===== config.mk =====
export PLATFORM = sky130hd
export DESIGN_NAME = census_wta_seq
export DESIGN_NICKNAME = d
export VERILOG_FILES = /design/src/rtl/census_wta_seq_pkg.sv /design/src/rtl/census_wta_seq.sv
export SDC_FILE = /design/constraint.sdc
export NUM_CORES = 1
export LEC_CHECK = 0
export CORE_AREA = 10 10 192 194
export DETAILED_ROUTE_END_ITERATION = 8
export DIE_AREA = 0 0 202 204
export PLACE_DENSITY = 0.69
export SETUP_SLACK_MARGIN = 0.5
export SKIP_LAST_GASP = 1
export SYNTH_ARGS = -nofsm -noshare
export SYNTH_HDL_FRONTEND = slang
export SYNTH_SLANG_ARGS = --single-unit

===== constraint.sdc =====
create_clock -name iClk -period 2.9 [get_ports iClk]
set_input_delay 0.58 -clock iClk [delete_from_list [all_inputs] [get_ports iClk]]
set_output_delay 0.58 -clock iClk [all_outputs]
set_load 0.02 [all_outputs]

===== src/rtl/census_wta_seq_pkg.sv =====
// Shared constants and state encoding for the census/Hamming WTA sequencer.
package census_wta_seq_pkg;

    localparam int CODEC_W = 120;
    localparam int COST_W  = 8;

    localparam logic [3:0] CE_OP_LD0L = 4'h8;
    localparam logic [3:0] CE_OP_LD0H = 4'h9;
    localparam logic [3:0] CE_OP_LD1L = 4'hA;
    localparam logic [3:0] CE_OP_LD1H = 4'hB;
    localparam logic [3:0] CE_OP_HAM  = 4'hC;

    typedef enum logic [3:0] {
        S_IDLE  = 4'd0,
        S_LD0L  = 4'd1,
        S_LD0H  = 4'd2,
        S_FETCH = 4'd3,
        S_WAIT  = 4'd4,
        S_LD1L  = 4'd5,
        S_LD1H  = 4'd6,
        S_HAM   = 4'd7,
        S_CMP   = 4'd8,
        S_DONE  = 4'd9
    } state_t;

endpackage


===== src/rtl/census_wta_seq.sv =====
// Census/Hamming winner-take-all sequencer: loads the left codec once, then for
// each disparity fetches the right codec, drives the datapath load/Hamming ops
// and keeps the running minimum cost and its disparity.
//
// state | meaning
// ------+-------------------------------------------------------------
// IDLE  | waiting for iStart; latches left codec and base address
// LD0L  | op 8: left codec bits [63:0]
// LD0H  | op 9: left codec bits [119:64]
// FETCH | one-cycle read request for the right codec at base+d
// WAIT  | hold until iRdValid, capture the right codec
// LD1L  | op A: right codec bits [63:0]
// LD1H  | op B: right codec bits [119:64]
// HAM   | op C: datapath computes the Hamming count
// CMP   | compare registered cost with min, advance d or finish
// DONE  | one-cycle oValid with the winning disparity and cost
module census_wta_seq
    import census_wta_seq_pkg::*;
#(
    parameter int DMAX = 64,
    parameter int AW   = 16
) (
    input  logic               iClk,
    input  logic               iReset,
    input  logic               iStart,
    input  logic [119:0]       iLeft,
    input  logic [AW-1:0]      iBase,
    output logic               oBusy,
    output logic               oValid,
    output logic [7:0]         oDisp,
    output logic [7:0]         oCost,
    output logic               oRdEn,
    output logic [AW-1:0]      oRdAddr,
    input  logic               iRdValid,
    input  logic [119:0]       iRdData,
    output logic               oCeClkEn,
    output logic               oCeStart,
    output logic [3:0]         oCeOp,
    output logic [31:0]        oCeA,
    output logic [31:0]        oCeB,
    input  logic [31:0]        iCeRes
);

    localparam logic [COST_W-1:0] D_LAST = COST_W'(DMAX - 1);

    state_t              state;
    logic [55:0]         leftHi;
    logic [55:0]         rightHi;
    logic [AW-1:0]       base;
    logic [COST_W-1:0]   d;
    logic [COST_W-1:0]   minCost;
    logic [COST_W-1:0]   best;

    logic [COST_W-1:0]   cost;
    logic                better;
    logic                unusedCeRes;

    // Only the low byte of the datapath result carries the Hamming count.
    assign cost        = iCeRes[COST_W-1:0];
    assign better      = cost < minCost;
    assign unusedCeRes = ^iCeRes[31:COST_W];

    // Sequencer FSM; every output is registered on entry to the state it belongs to.
    always_ff @(posedge iClk or negedge iReset) begin
        if (!iReset) begin
            state    <= S_IDLE;
            leftHi   <= '0;
            rightHi  <= '0;
            base     <= '0;
            d        <= '0;
            minCost  <= 8'hFF;
            best     <= '0;
            oBusy    <= 1'b0;
            oValid   <= 1'b0;
            oDisp    <= '0;
            oCost    <= '0;
            oRdEn    <= 1'b0;
            oRdAddr  <= '0;
            oCeClkEn <= 1'b0;
            oCeStart <= 1'b0;
            oCeOp    <= '0;
            oCeA     <= '0;
            oCeB     <= '0;
        end else begin
            oValid   <= 1'b0;
            oRdEn    <= 1'b0;
            oCeClkEn <= 1'b0;
            oCeStart <= 1'b0;
            oCeOp    <= '0;
            oCeA     <= '0;
            oCeB     <= '0;

            case (state)
                S_IDLE: begin
                    if (iStart) begin
                        leftHi   <= iLeft[119:64];
                        base     <= iBase;
                        d        <= '0;
                        minCost  <= 8'hFF;
                        oBusy    <= 1'b1;
                        oCeClkEn <= 1'b1;
                        oCeStart <= 1'b1;
                        oCeOp    <= CE_OP_LD0L;
                        oCeA     <= iLeft[31:0];
                        oCeB     <= iLeft[63:32];
                        state    <= S_LD0L;
                    end
                end
                S_LD0L: begin
                    oCeClkEn <= 1'b1;
                    oCeStart <= 1'b1;
                    oCeOp    <= CE_OP_LD0H;
                    oCeA     <= leftHi[31:0];
                    oCeB     <= {8'd0, leftHi[55:32]};
                    state    <= S_LD0H;
                end
                S_LD0H: begin
                    oRdEn    <= 1'b1;
                    oRdAddr  <= base + AW'(d);
                    state    <= S_FETCH;
                end
                S_FETCH: begin
                    state    <= S_WAIT;
                end
                S_WAIT: begin
                    if (iRdValid) begin
                        rightHi  <= iRdData[119:64];
                        oCeClkEn <= 1'b1;
                        oCeStart <= 1'b1;
                        oCeOp    <= CE_OP_LD1L;
                        oCeA     <= iRdData[31:0];
                        oCeB     <= iRdData[63:32];
                        state    <= S_LD1L;
                    end
                end
                S_LD1L: begin
                    oCeClkEn <= 1'b1;
                    oCeStart <= 1'b1;
                    oCeOp    <= CE_OP_LD1H;
                    oCeA     <= rightHi[31:0];
                    oCeB     <= {8'd0, rightHi[55:32]};
                    state    <= S_LD1H;
                end
                S_LD1H: begin
                    oCeClkEn <= 1'b1;
                    oCeStart <= 1'b1;
                    oCeOp    <= CE_OP_HAM;
                    state    <= S_HAM;
                end
                S_HAM: begin
                    state    <= S_CMP;
                end
                S_CMP: begin
                    // Strict less-than keeps the lowest disparity on ties.
                    if (better) begin
                        minCost <= cost;
                        best    <= d;
                    end
                    if (d == D_LAST) begin
                        oValid <= 1'b1;
                        oBusy  <= 1'b0;
                        oDisp  <= better ? d    : best;
                        oCost  <= better ? cost : minCost;
                        state  <= S_DONE;
                    end else begin
                        d       <= d + 8'd1;
                        oRdEn   <= 1'b1;
                        oRdAddr <= base + AW'(d + 8'd1);
                        state   <= S_FETCH;
                    end
                end
                S_DONE: begin
                    state <= S_IDLE;
                end
                default: begin
                    state <= S_IDLE;
                end
            endcase
        end
    end

endmodule


-- After elaboration in Yosys (flattened, before gate mapping)
Cells that the tools add are included.
- $add $sub $neg: 4
- order comparisons: 1
- equal/unequal tests: 13
- mux-type cells: 32
- reductions and logical operators: 12
- operators by type and width (cell ; count):
    32-bit one-hot mux with 4 select lines ; 2
    32-bit 2-to-1 mux ; 4
    8-bit 2-to-1 mux ; 5
    4-bit one-hot mux with 9 select lines ; 1
    16-bit one-hot mux with 2 select lines ; 1
    8-bit one-hot mux with 2 select lines ; 2
    4-bit 2-to-1 mux ; 5
    4-bit one-hot mux with 5 select lines ; 1
    16-bit by 8-bit adder with 16-bit output ; 1
    16-bit by 9-bit adder with 16-bit output ; 1
    4-bit by 3-bit == test with 1-bit output, second input constant ; 4
    16-bit 2-to-1 mux ; 1
    2-bit AND reduction ; 6
    8-bit by 1-bit adder with 9-bit output, second input constant ; 1
    8-bit by 1-bit adder with 8-bit output, second input constant ; 1
    4-bit by 2-bit == test with 1-bit output, second input constant ; 2
    8-bit by 6-bit == test with 1-bit output, second input constant ; 1
    8-bit < comparator ; 1
    2-bit != test, second input constant ; 4
    1-bit 2-to-1 mux ; 7
    3-bit AND reduction ; 2
    4-bit by 1-bit == test with 1-bit output, second input constant ; 1
    4-bit == test, second input constant ; 1
    4-bit logical NOT ; 1
    4 further kinds ; 6
- bits in registers: 260
- input bits: 292
- output and inout bits: 105
- logic and storage cells: 79

-- Depth between registers and ports, before layout
- depth in word-level cells: 4
- depth in mapped cells: 10
- mapped depth without buffers: 10

-- Least setup slack after synthesis
Ideal clock, no wire load.
- kind: input -> register
- start: in iCeRes[5]
- end: reg best[3]
- setup time: 125 ps
- arrival time: 2142 ps
- required time: 2775 ps
- slack: 634 ps
- stages on the path: 8
- path buffers: 2
- path through: ha_1 a21o_1 a21o_1 a21oi_1 o211a_1 buf_2 buf_2 mux2_2
- word-level cells in the longest chain between the ends: 2
- ends and longest elaborated chain (what ; RTL line ; text):
    start, declared ; census_wta_seq.sv:41 ; input logic [31:0] iCeRes
    8-bit < comparator ; census_wta_seq.sv:60 ; assign better = cost < minCost;
    8-bit 2-to-1 mux ; n/a ;
    end signal, assigned ; census_wta_seq.sv:72 ; best <= '0;
    end signal, assigned ; census_wta_seq.sv:157 ; best <= d;
    end, declared ; census_wta_seq.sv:52 ; logic [COST_W-1:0] best;
No other way between the ends.
A chain may end at the register's enable or synchronous reset.

-- Worst setup path in the final report
- start: reg d[0]
- end: reg oRdAddr[10]
- word-level cells in the longest chain between the ends: 4
- elaborated cells on any way between the ends: 8
- classes of those cells: add/sub: 3; eq/ne: 2; mux: 2; reduce/logical: 1
- ends and longest elaborated chain (what ; RTL line ; text):
    start, declared ; census_wta_seq.sv:50 ; logic [COST_W-1:0] d;
    start signal, assigned ; census_wta_seq.sv:166 ; d <= d + 8'd1;
    8-bit by 1-bit adder with 9-bit output ; census_wta_seq.sv:168 ; oRdAddr <= base + AW'(d + 8'd1);
    16-bit by 9-bit adder with 16-bit output ; census_wta_seq.sv:168 ;
    16-bit 2-to-1 mux ; census_wta_seq.sv:159 ; if (d == D_LAST) begin
    16-bit one-hot mux with 2 select lines ; census_wta_seq.sv:93 ; case (state)
    end signal, assigned ; census_wta_seq.sv:119 ; oRdAddr <= base + AW'(d);
    end signal, assigned ; census_wta_seq.sv:168 ;
    end, declared ; census_wta_seq.sv:33 ; output logic [AW-1:0] oRdAddr,
Several ways; a longest one is shown, not always the timed one. The select of a mux whose other input is x is not followed.

==> results.yml <==
outcome:
  status: "complete, no violations"
logic_synthesis:
  ys_seq_area_share_pct: 56.9
  synth_top_flop_cell: "dfrtp_1"
  synth_top_area_share_pct: 55.1
  yosysMostFrequentCell: "dfrtp_1"
  yosys.area.top_type: "dfrtp_1"
  synth_edf_count: 0
  yosysWarnings: 0
  avgSynthCellArea_um2: 12.5
  syn-cell-area_um2: 11500
  async_flop_share_pct: 100
  netlist_instances: 915
  synth_nets: 1227
  ys_ff_latch: 260
  yosysUniqueCellTypes: 53
  yosys-top-cells-count: "dfrtp_1, mux2_2, o21ai_0, mux2i_1, nand2_1"
  synth.area.top_cells: "dfrtp_1, mux2_2, mux2i_1"
drt:
  dr.pass1.iters: 7
  routed_wl_um: 34200
  via_per_inst: 4.86
  vias: 8544
  drt_iter0_markers: 322
  routedWlPerCell_um: 19.5
  drc_errors: 0
  ant_nets: 0
finish:
  seq_area_um2: 6530
  layout.nets: 1598
  layout-drive-gt1-share_pct: 18.9
  nFillCells: 2923
  area_delta_synth_final_pct: 46.6
  multi_input_area_um2: 4570
die:
  std_cell_rows: 67
  io_pins: 397
  die_x_um: 202
  core_um2: 33100
  floorplan.die_area_um2: 41200
  initial_core_util_pct: 34.6
  die_height_um: 204
cts:
  htree_levels: 1
  cts_root_buf: "clkbuf_16"
  clock_latency_ns: 0.56
  max-clock-path-buffers: 3
  numCtsBuffers: 29
  cts.sinks: 260
  cts_tree: "yes"
  clkTransAtPathRegs_ns: 0.06
timing:
  maxSlewViolCount: 0
  rsz0062_at_grt: "true"
  max_freq_mhz: 430
  finalSetupTns_ns: 0
  hold_viol: 0
  post-route-period-util_pct: 80.3
  max_slew_margin_pct: 52.6
  skew_ns: 0.0204
  worstMarginPinSlew_ns: 0.710
  min_period_ns: 2.33
  setup_violations: 0
grt:
  grt_pass1_wl_um: 53600
  grt-ovfl-total: 0
  grt_max_degree: 85
  grt_pass1_vias: 9252
  antenna_found_initial: 3
  grt_usage_pct: 16.2
power_and_ir_drop:
  power_density_nw_per_um2: 929
  p_total_w: 0.0156
  power_leakage_nw: 7.19
  ir_drop_mv: 0.588
critical_path:
  endpoint_kind: "register"
  crit_arrival_ns: 2.74
  startpoint_type: "register"
  crit_type: "register to register"
  cp_max_fo: 4
  critPathRequiredTime_ns: 3.31
hold_path:
  hp-class: "input pin to asynchronous set/reset pin"
run:
  drv_cap: 0
place:
  dp_hpwl_um: 25400
  io_buffers: 372
  routabilityCongestion: 0.819
-- sequential cells by signal, indices dropped and copies added (netlist names) --
name,cells
minCost,8
oBusy,1
d,8
oCost,8
oRdAddr,16
oCeOp,4
oCeA,32
oCeB,32
oRdEn,1
oValid,1
best,8
state,4
oCeStart,1
oDisp,8
leftHi,56
rightHi,56
base,16
-- area by class of cell --
type                       count  area share, %
antenna                        1         0.0149
clock buffer                  39           4.78
clock inverter                15          0.969
inverter                      20          0.447
multi-input combinational    573           27.2
sequential                   260           38.9
tap                          448           3.34
timing repair buffer         402           24.4
-- worst max-delay path, stage by stage (launching register included) --
cell      delay (ns)
dfrtp_2         0.41
ha_2            0.19
inv_1           0.05
fa_1            0.38
nand4b_1        0.20
mux2i_2         0.24
o211ai_1        0.18
buf_4           0.19
a21oi_2         0.15
xnor2_1         0.13
o21ai_0         0.08
-- cell usage in the layout (no fill, tap or decap), types with 4 or more instances in the layout --
cell,netlist,layout
clkbuf_16,0,29
ha_1,18,16
xnor2_1,13,13
o21ai_1,9,8
a21oi_1,15,13
dfstp_2,8,8
a22o_1,8,8
nand2b_1,4,4
a22oi_1,56,56
o21ai_0,97,97
mux2_2,134,134
inv_1,20,19
clkbuf_8,0,4
a21o_1,7,7
clkdlybuf4s50_1,0,371
dfrtp_1,252,246
buf_12,0,11
clkbuf_1,21,6
nand3_1,8,8
mux2i_1,70,68
nand2_1,61,61
xor2_1,8,8
nor2_1,24,24
buf_4,21,19
dfrtp_2,0,5
clkinv_2,0,8
-- kinds of logic after synthesis --
family / count (synthesis) / synth area share [%]
buffers and inverters: 82 / 3.58
AO/OA/AOI/OAI: 206 / 11.3
AND/OR/NAND/NOR: 122 / 5.02
XOR/XNOR: 21 / 1.61
multiplexers: 204 / 19.3
flip-flops: 260 / 56.9
adder cells (fa/ha/maj): 20 / 2.32
-- metrics by stage --
step / instances / worst slack, ns / instance area (µm²) / utilization [%] / hold WS, ns
2_1_floorplan: 915 / 0.634 / 11500 / - / 0.284
3_3_place_gp: 1700 / 0.127 / 15800 / 47.6 / 0.453
3_5_place_dp: 1700 / 0.137 / 15800 / 47.6 / 0.465
4_1_cts: 1754 / 0.470 / 16700 / 50.6 / 0.0375
5_1_grt: 1758 / 0.458 / 16800 / 50.7 / 0.0612
6_report: 1758 / 0.572 / 16800 / 50.7 / 0.0138
-- report_power, final --
group          internal [W]  switching [W]
Combinational       0.00312        0.00288
Sequential          0.00512       0.000775
Clock               0.00221        0.00151
Total                0.0104        0.00516
-- repair_timing --
item | in CTS | in global routing
setup buffers | 0 | 3
gates resized for setup | 2 | 13
hold buffers | 0 | 0
pin swaps | 0 | 2
hold endpoints to repair | 0 | 0
endpoints found under the setup margin | 28 | 60
-- per-layer routing --
metal,global-route usage [%],part of all wire [%]
met1,18.1,38
met2,28.4,50
met3,5.86,8.1
met4,4.75,2.9
met5,0,0.038
-- worst paths after layout --
| kind | start | endpoint | slack, ns | depth (start not counted) |
|---|---|---|---|---|
| min reg2reg | oBusy | oBusy | 0.48 | 1 |
| min in group iClk | oBusy | oBusy | 0.48 | 1 |
| min | iReset | oRdAddr[13] | 0.01 | 1 |
| max in group asynchronous | iReset | leftHi[42] | 2.00 | 2 |
| max | d[0] | oRdAddr[10] | 0.57 | 10 |
| max reg2reg | d[0] | oRdAddr[10] | 0.57 | 10 |
(Power assumes the default switching activity.)
